**config.mk**
```make
export PLATFORM = sky130hd
export DESIGN_NAME = adc_ser_ctrl_flat
export DESIGN_NICKNAME = d
export VERILOG_FILES = /design/src/rtl/adc_ser_if.sv /design/src/rtl/adc_ser_ctrl.sv /design/src/flat_wrapper.sv
export SDC_FILE = /design/constraint.sdc
export NUM_CORES = 1
export LEC_CHECK = 0
export ABC_AREA = 1
export BUFFER_PORTS_ARGS = -buffer_cell sky130_fd_sc_hd__buf_2
export CELL_PAD_IN_SITES_DETAIL_PLACEMENT = 1
export CELL_PAD_IN_SITES_GLOBAL_PLACEMENT = 1
export CORE_MARGIN = 5
export CORE_UTILIZATION = 45
export CTS_BUF_LIST = sky130_fd_sc_hd__clkbuf_16
export DETAILED_ROUTE_END_ITERATION = 16
export HOLD_SLACK_MARGIN = 0.1
export PLACE_DENSITY_LB_ADDON = 0.1
export SYNTH_ARGS = -nofsm -noshare
export SYNTH_HDL_FRONTEND = slang
export SYNTH_SLANG_ARGS = --single-unit
```
**constraint.sdc**
```tcl
create_clock -name clk -period 4.15 [get_ports clk]
set_clock_uncertainty 0.15 [all_clocks]
set_input_delay 0.2075 -clock clk [delete_from_list [all_inputs] [get_ports clk]]
set_output_delay 0.2075 -clock clk [all_outputs]
set_load 0.01 [all_outputs]
```
**src/rtl/adc_ser_if.sv**
```systemverilog
// adc_ser_if: timing bus, ADC inputs and result handshake of the serial ADC controller
interface adc_ser_if #(
  parameter int DATA_W = 14,
  parameter int N_CH = 2
);
  logic ena;
  logic start;
  logic [N_CH-1:0] int_n;
  logic [N_CH-1:0] sdi;
  logic cstart_n;
  logic cs_n;
  logic fs;
  logic sclk;
  logic [N_CH*DATA_W-1:0] dout;
  logic dout_valid;
  logic dout_ready;
  logic overrun;
  logic err_timeout;
  logic busy;
  modport master (
    input ena, start, int_n, sdi, dout_ready,
    output cstart_n, cs_n, fs, sclk, dout, dout_valid, overrun, err_timeout, busy
  );
  modport slave (
    output ena, start, int_n, sdi, dout_ready,
    input cstart_n, cs_n, fs, sclk, dout, dout_valid, overrun, err_timeout, busy
  );
endinterface

```
**src/rtl/adc_ser_ctrl.sv**
```systemverilog
// adc_ser_ctrl: serial ADC conversion sequencer with parallel result handshake
module adc_ser_ctrl #(
  parameter int DATA_W = 14,
  parameter int N_CH = 2,
  parameter int SCLK_DIV = 4,
  parameter int TIMEOUT = 1024
) (
  input logic clk,
  input logic rst,
  adc_ser_if.master bus
);
  localparam int CW = $clog2(TIMEOUT);
  localparam int BW = $clog2(DATA_W);
  localparam int DW = $clog2(SCLK_DIV) + 1;
  typedef enum logic [2:0] {IDLE, CONV, FRAME, SHIFT, DONE} state_t;
  state_t state_q, state_d;
  logic [N_CH-1:0] meta_q, sync_q;
  logic [CW-1:0] cnt_q, cnt_d;
  logic [BW-1:0] bit_q, bit_d;
  logic [DW-1:0] div_q, div_d;
  logic [DATA_W-1:0] sh_q [N_CH];
  logic [DATA_W-1:0] sh_d [N_CH];
  logic [N_CH*DATA_W-1:0] dout_q, dout_d;
  logic valid_q, valid_d, ovr_q, ovr_d;
  logic cstart_n_q, cs_n_q, fs_q, sclk_q, busy_q;
  logic all_eoc, eoc_ok, timeout, fall, hs, on_q, on_d;
  always_comb begin
    all_eoc = ~|sync_q;
    fall = int'(div_q) == 2 * SCLK_DIV - 1;
    eoc_ok = state_q == CONV && int'(cnt_q) >= SCLK_DIV && all_eoc;
    timeout = state_q == CONV && int'(cnt_q) == TIMEOUT - 1 && !eoc_ok;
    hs = valid_q && bus.dout_ready;
    state_d = state_q;
    case (state_q)
      IDLE: state_d = bus.start && bus.ena ? CONV : IDLE;
      CONV: state_d = eoc_ok ? FRAME : timeout ? IDLE : CONV;
      FRAME: state_d = fall ? SHIFT : FRAME;
      SHIFT: state_d = fall && int'(bit_q) == DATA_W - 1 ? DONE : SHIFT;
      default: state_d = IDLE;
    endcase
    on_q = state_q == FRAME || state_q == SHIFT;
    on_d = state_d == FRAME || state_d == SHIFT;
    cnt_d = state_q == CONV && state_d == CONV ? cnt_q + CW'(1) : '0;
    div_d = on_q && on_d && !fall ? div_q + DW'(1) : '0;
    bit_d = state_q == SHIFT && state_d == SHIFT ? bit_q + BW'(fall) : '0;
    dout_d = dout_q;
    // bits are captured on the clk edge that drops sclk, MSB first
    for (int k = 0; k < N_CH; k++) begin
      sh_d[k] = state_q == SHIFT && fall ? {sh_q[k][DATA_W-2:0], bus.sdi[k]} : sh_q[k];
      if (state_q == DONE) dout_d[k*DATA_W +: DATA_W] = sh_q[k];
    end
    valid_d = state_q == DONE || (valid_q && !hs);
    ovr_d = !hs && (ovr_q || (state_q == DONE && valid_q));
  end
  always_ff @(posedge clk) begin
    if (rst) begin
      state_q <= IDLE;
      meta_q <= '1;
      sync_q <= '1;
      cnt_q <= '0;
      bit_q <= '0;
      div_q <= '0;
      sh_q <= '{default: '0};
      dout_q <= '0;
      valid_q <= 1'b0;
      ovr_q <= 1'b0;
      cstart_n_q <= 1'b1;
      cs_n_q <= 1'b1;
      fs_q <= 1'b0;
      sclk_q <= 1'b0;
      busy_q <= 1'b0;
    end else begin
      state_q <= state_d;
      meta_q <= bus.int_n;
      sync_q <= meta_q;
      cnt_q <= cnt_d;
      bit_q <= bit_d;
      div_q <= div_d;
      sh_q <= sh_d;
      dout_q <= dout_d;
      valid_q <= valid_d;
      ovr_q <= ovr_d;
      cstart_n_q <= !(state_d == CONV && int'(cnt_d) < SCLK_DIV);
      cs_n_q <= !on_d;
      fs_q <= state_d == FRAME;
      sclk_q <= on_d && int'(div_d) >= SCLK_DIV;
      busy_q <= state_d != IDLE;
    end
  end
  assign bus.cstart_n = cstart_n_q;
  assign bus.cs_n = cs_n_q;
  assign bus.fs = fs_q;
  assign bus.sclk = sclk_q;
  assign bus.dout = dout_q;
  assign bus.dout_valid = valid_q;
  assign bus.overrun = ovr_q;
  assign bus.err_timeout = timeout;
  assign bus.busy = busy_q;
endmodule
```
**src/flat_wrapper.sv**
```systemverilog
// flat-port wrapper written by rule: the top's interface ports become plain ports
module adc_ser_ctrl_flat 
#(
  parameter int DATA_W = 14,
  parameter int N_CH = 2,
  parameter int SCLK_DIV = 4,
  parameter int TIMEOUT = 1024
)
  (clk, rst, bus_ena, bus_start, bus_int_n, bus_sdi, bus_dout_ready, bus_cstart_n, bus_cs_n, bus_fs, bus_sclk, bus_dout, bus_dout_valid, bus_overrun, bus_err_timeout, bus_busy);
  adc_ser_if #(.DATA_W(DATA_W), .N_CH(N_CH)) bus_i ();
  input logic clk;
  input logic rst;
  input wire logic [$bits(bus_i.ena)-1:0] bus_ena;
  input wire logic [$bits(bus_i.start)-1:0] bus_start;
  input wire logic [$bits(bus_i.int_n)-1:0] bus_int_n;
  input wire logic [$bits(bus_i.sdi)-1:0] bus_sdi;
  input wire logic [$bits(bus_i.dout_ready)-1:0] bus_dout_ready;
  output wire logic [$bits(bus_i.cstart_n)-1:0] bus_cstart_n;
  output wire logic [$bits(bus_i.cs_n)-1:0] bus_cs_n;
  output wire logic [$bits(bus_i.fs)-1:0] bus_fs;
  output wire logic [$bits(bus_i.sclk)-1:0] bus_sclk;
  output wire logic [$bits(bus_i.dout)-1:0] bus_dout;
  output wire logic [$bits(bus_i.dout_valid)-1:0] bus_dout_valid;
  output wire logic [$bits(bus_i.overrun)-1:0] bus_overrun;
  output wire logic [$bits(bus_i.err_timeout)-1:0] bus_err_timeout;
  output wire logic [$bits(bus_i.busy)-1:0] bus_busy;
  assign bus_i.ena = bus_ena;
  assign bus_i.start = bus_start;
  assign bus_i.int_n = bus_int_n;
  assign bus_i.sdi = bus_sdi;
  assign bus_i.dout_ready = bus_dout_ready;
  assign bus_cstart_n = bus_i.cstart_n;
  assign bus_cs_n = bus_i.cs_n;
  assign bus_fs = bus_i.fs;
  assign bus_sclk = bus_i.sclk;
  assign bus_dout = bus_i.dout;
  assign bus_dout_valid = bus_i.dout_valid;
  assign bus_overrun = bus_i.overrun;
  assign bus_err_timeout = bus_i.err_timeout;
  assign bus_busy = bus_i.busy;
  adc_ser_ctrl #(.DATA_W(DATA_W), .N_CH(N_CH), .SCLK_DIV(SCLK_DIV), .TIMEOUT(TIMEOUT)) u_core (.clk(clk), .rst(rst), .bus(bus_i));
endmodule
```
# Yosys cells after proc, flatten, opt, wreduce, memory -nomap -nowiden
# Index checks and enable logic that the tools add are counted.
totals:
  elab_cells: 72
  reg_bits: 87
op_classes:
  n_eq_ne: 10
  addsub: 3
  n_reduce_logical: 31
  n_bitwise: 1
  order_cmp: 3
  mux: 8
ops:
  columns: ["cell", "n"]
  rows:
  - ["logical AND 1 bit", 17]
  - ["equality test 3 x 2 -> 1 bit (second input constant)", 4]
  - ["one-hot mux 3 bit (4 select lines)", 1]
  - ["adder 10 x 1 -> 10 bit (second input constant)", 1]
  - ["equality test 10 x 1 -> 1 bit (second input constant)", 1]
  - [">= comparator 10 x 3 -> 1 bit (second input constant)", 1]
  - ["less-than comparator 10 x 3 -> 1 bit (second input constant)", 1]
  - ["2-to-1 mux 10 bit", 1]
  - ["equality test 3 x 1 -> 1 bit (second input constant)", 3]
  - ["2-to-1 mux 3 bit", 3]
  - ["zero test 1 bit", 6]
  - ["adder 4 x 1 -> 4 bit", 1]
  - ["equality test 4 x 3 -> 1 bit (second input constant)", 1]
  - ["logical OR 1 bit", 4]
  - ["OR reduction 2 bit", 2]
  - ["adder 3 x 1 -> 3 bit (second input constant)", 1]
  - ["equality test 3 bit (second input constant)", 1]
  - [">= comparator 3 bit (second input constant)", 1]
  - ["zero test 3 bit", 1]
  - ["2-to-1 mux 1 bit", 3]
  - ["nonzero test 3 bit", 1]
  - ["inverter 1 bit", 1]

# Depth between registers and ports, before layout
depth:
  ltp_word: 15
  ltp_mapped: 11
  ltp_nobuf: 11

# Worst setup path before layout
# OpenSTA, ideal clock, no wires.
synth_timing:
  path_type: "flip-flop to output port"
  startpoint: "reg u_core.cnt_q[0]"
  endpoint: "out bus_err_timeout"
  arrival_ps: 1192
  setup_slack_ps: 2601
  stages_incl_launch_ff: 4
  n_path_buf: 0
  cell_sequence: "dfxtp_1 > ha_1 > nand3_2 > nor4b_1"
synth_between:
  elab_chain_cells: 5
  word_cells_on_any_way: 7
synth_rtl:
  columns: ["item", "line", "source"]
  rows:
  - ["from (decl)", "adc_ser_ctrl.sv:18", "logic [CW-1:0] cnt_q, cnt_d;"]
  - ["from (signal assigned)", "adc_ser_ctrl.sv:76", "cnt_q <= cnt_d;"]
  - [">= comparator 10 x 3 -> 1 bit", "adc_ser_ctrl.sv:30", "eoc_ok = state_q == CONV && int'(cnt_q) >= SCLK_DIV && all_eoc;"]
  - ["logical AND 1 bit (2 in series)", "adc_ser_ctrl.sv:30", null]
  - ["zero test 1 bit", "adc_ser_ctrl.sv:31", "timeout = state_q == CONV && int'(cnt_q) == TIMEOUT - 1 && !eoc_ok;"]
  - ["logical AND 1 bit *", "adc_ser_ctrl.sv:31", null]
  - ["to (decl)", "flat_wrapper.sv:25", "output wire logic [$bits(bus_i.err_timeout)-1:0] bus_err_timeout;"]
# Mark *: on every way between the ends. The rest lies on a longest branch, timed or not.

# Worst setup path after layout
layout_timing:
  startpoint: "reg u_core.div_q[0]"
  endpoint: "reg u_core.sh_q[26] (netlist name)"
layout_between:
  elab_chain_cells: 2
layout_rtl:
  columns: ["item", "line", "source"]
  rows:
  - ["from (decl)", "adc_ser_ctrl.sv:20", "logic [DW-1:0] div_q, div_d;"]
  - ["from (signal assigned)", "adc_ser_ctrl.sv:78", "div_q <= div_d;"]
  - ["equality test 3 x 1 -> 1 bit", "adc_ser_ctrl.sv:29", "fall = int'(div_q) == 2 * SCLK_DIV - 1;"]
  - ["logical AND 1 bit", "adc_ser_ctrl.sv:49", "sh_d[k] = state_q == SHIFT && fall ? {sh_q[k][DATA_W-2:0], bus.sdi[k]} : sh_q[k];"]
  - ["to (signal assigned)", "adc_ser_ctrl.sv:63", "sh_q <= '{default: '0};"]
  - ["to (signal assigned)", "adc_ser_ctrl.sv:79", "sh_q <= sh_d;"]
  - ["to (decl)", "adc_ser_ctrl.sv:21", "logic [DATA_W-1:0] sh_q [N_CH];"]
# No other way between the ends.
# A chain may end at the register's enable or synchronous reset.

==> impl_metrics.yaml <==
setup_path:
  arrival_ps: 2390
  startpoint_type: "register"
  cpPeakStageDelay_ps: 500
  worstPathMaxFanout: 31
  path_cells: "ha_1 > ha_1 > nand2_1 > buf_4 > o21ai_0 > a21oi_1"
  cp_common_cell: "ha_1"
  reg2reg_depth: 6
  crit_type: "reg2reg"
  endpoint_kind: "register"
  cp_data_required_time_ps: 4210
  slowest_stage: "ha_1"
die:
  row_count: 31
  core_mm2: 0.007176
  start_util_pct: 45.79
  die_x_um: 95.45
  dieHeight_um: 95.45
  die-area_mm2: 0.009111
  num_io_pins: 45
placement:
  place.gp.congestion: 0.8005
  dpl.cell_count: 534
  detailed_place_hpwl_um: 5195
  numPortBuffers: 44
  place_ws_ps: 1882
timing:
  setup_viol: 0
  rsz0062_at_grt: "false"
  tightest_slew_ps: 568.8
  slew_headroom_pct: 62.04
  finalSetupTns_ps: 0
  setup_slack_ps: 1823
  holdWs_ps: 122.0
  hold_violations: 0
  layout_min_cycle_time_ps: 2327
  period_share_pct: 56.07
  fmax_mhz: 429.8
  slew_violations: 0
clock_network:
  clockBufferDepth: 2
  worstSkewPairLatency_ps: 330
  clk_pin_slew_ps: 60
  cts.sinks: 87
  cts_made_buffers: 9
  cts_tree: "built"
  cts_setup_buffers: 0
  htree_levels: 3
  cts_root_buffer: "clkbuf_16"
grt:
  overflow: 0
  grt_pass1_wl_um: 12890
  grt_pass1_vias: 2741
  grt_util_all_layers_pct: 18.09
  grt_max_degree: 42
  grt_antenna_before_repair: 0
synth:
  yosysSeqAreaShare_pct: 53.01
  synth-edff-count: 0
  netlist_instances: 408
  synth_nets: 423
  synthDistinctLibCells: 30
  synth_seq_cells: 87
  synthesis.area_mm2: 0.003286
  ys.flop_type: "dfxtp_1"
  async_flop_share_pct: 0
  syn_avg_cell_area_um2: 8.053
  yosysWarnings: 0
detailed_routing:
  firstDrtPassIters: 4
  drc_errors: 0
  num_vias: 2737
  drtIter0Drc: 74
  drtAntennaViolNets: 0
  vias_per_cell: 4.932
  routedWlPerCell_um: 13.79
  drt_wl_total_um: 7656
cells_and_area:
  syn2layout_area_growth_pct: 17.52
  n_antenna_cell: 0
  finalNetCount: 466
  instances_no_fill: 555
  mostFrequentLayoutCells: "87 x dfxtp_1, 52 x nand2_1, 50 x nor2_1"
  drive_gt1_share_pct: 16.89
  layout_commonest_cell: "dfxtp_1"
power:
  vdd_drop_max_uv: 227.6
  finalPower_w: 0.001611
  powerDensity_mw_per_mm2: 417.2
  p_leak_nw: 1.616
hold_path:
  worstHoldPathType: "in2reg"
  whs_path_depth: 2
run_status:
  status: "complete, no violations"
job:
  maxCapViolCount: 0
[cell families after synthesis]
kind of cell / Yosys count / synth area share (%)
xor gates and xnor gates: 5 / 1.333
DFF: 87 / 53.01
buffers and inverters: 70 / 8.949
and+or+nand+nor: 139 / 18.70
AOI/OAI and AO/OA: 101 / 15.73
adders and majority gates: 6 / 2.285
[synthesized netlist by cell type (2+ instances only)]
| cell type | instances | area share (%) |
|---|---|---|
| dfxtp_1 | 87 | 53 |
| nand2_1 | 52 | 5.9 |
| nor2_1 | 50 | 5.7 |
| a21oi_1 | 49 | 7.5 |
| inv_1 | 46 | 5.3 |
| o21ai_0 | 46 | 7.0 |
| nand3_1 | 17 | 2.6 |
| clkbuf_1 | 9 | 1.0 |
| buf_2 | 7 | 1.1 |
| ha_1 | 6 | 2.3 |
| or2_2 | 5 | 0.95 |
| buf_6 | 3 | 1.0 |
| inv_2 | 3 | 0.34 |
| nand3_2 | 3 | 0.91 |
| nand3b_1 | 3 | 0.69 |
| o21ai_1 | 3 | 0.46 |
| xor2_1 | 3 | 0.80 |
| nand4_1 | 2 | 0.38 |
| nor2_2 | 2 | 0.38 |
| xnor2_1 | 2 | 0.53 |
[metal layers]
metal | up-vias | wire, µm | global-route usage, %
li1 | 1394 | - | -
met1 | 1296 | 3781 | 23.52
met2 | 40 | 3546 | 29.50
met3 | 7 | 237 | 3.315
met4 | 0 | 91 | 7.464
met5 | - | 0 | 0
[sequential cells by signal (all words and copies together) (netlist names), 2 cells and up]
name / count
u_core.sh_q: 28
u_core.state_q: 3
u_core.meta_q: 2
u_core.sync_q: 2
u_core.div_q: 3
u_core.bit_q: 4
u_core.bus.dout: 28
u_core.cnt_q: 10
[path summary, 6_finish.rpt]
check                      to  slack (ps)              from
max reg2reg   u_core.sh_q[26]        1820   u_core.div_q[0]
min reg2reg  u_core.sync_q[1]         270  u_core.meta_q[1]
max           u_core.sh_q[26]        1820   u_core.div_q[0]
min           u_core.sh_q[15]         120               rst
[power by group]
part	switching [W]	leakage, nW	internal [W]	total (W)
combinational	0.0000247	0.786	0.0000148	0.0000395
sequential	0.00000225	0.702	0.000839	0.000841
clock	0.000330	0.128	0.000400	0.000730
total	0.000357	1.62	0.00125	0.00161
[timing repair]
action,CTS,global route
hold buffers,5,0
resized for setup,0,0
hold endpoints to repair,6,0
[worst max-delay path, delay by kind of cell (launching register included)]
family                     cells  cell delay, ps
AOI/OAI and AO/OA              2             280
adders and majority gates      2             650
buffers and inverters          1             360
DFF                            1             330
and+or+nand+nor                1             430
[final cells by class]
cell class	count	area, µm²
inverters	50	187.7
clock buffers	9	225.2
well taps	99	123.9
fillers	898	3314
flip-flops and latches	87	1742
multi-input cells	251	1250
clock inverters	7	40.04
repair buffers	52	292.8
[per-stage QoR]
step,utilization [%],cell area (µm²)
finish,53.81,3861
global route,53.81,3861
CTS,53.81,3861
detailed placement,49.42,3546
global placement,49.42,3546
floorplan,-,3286
Note: power is estimated with default switching activity, not from simulation.
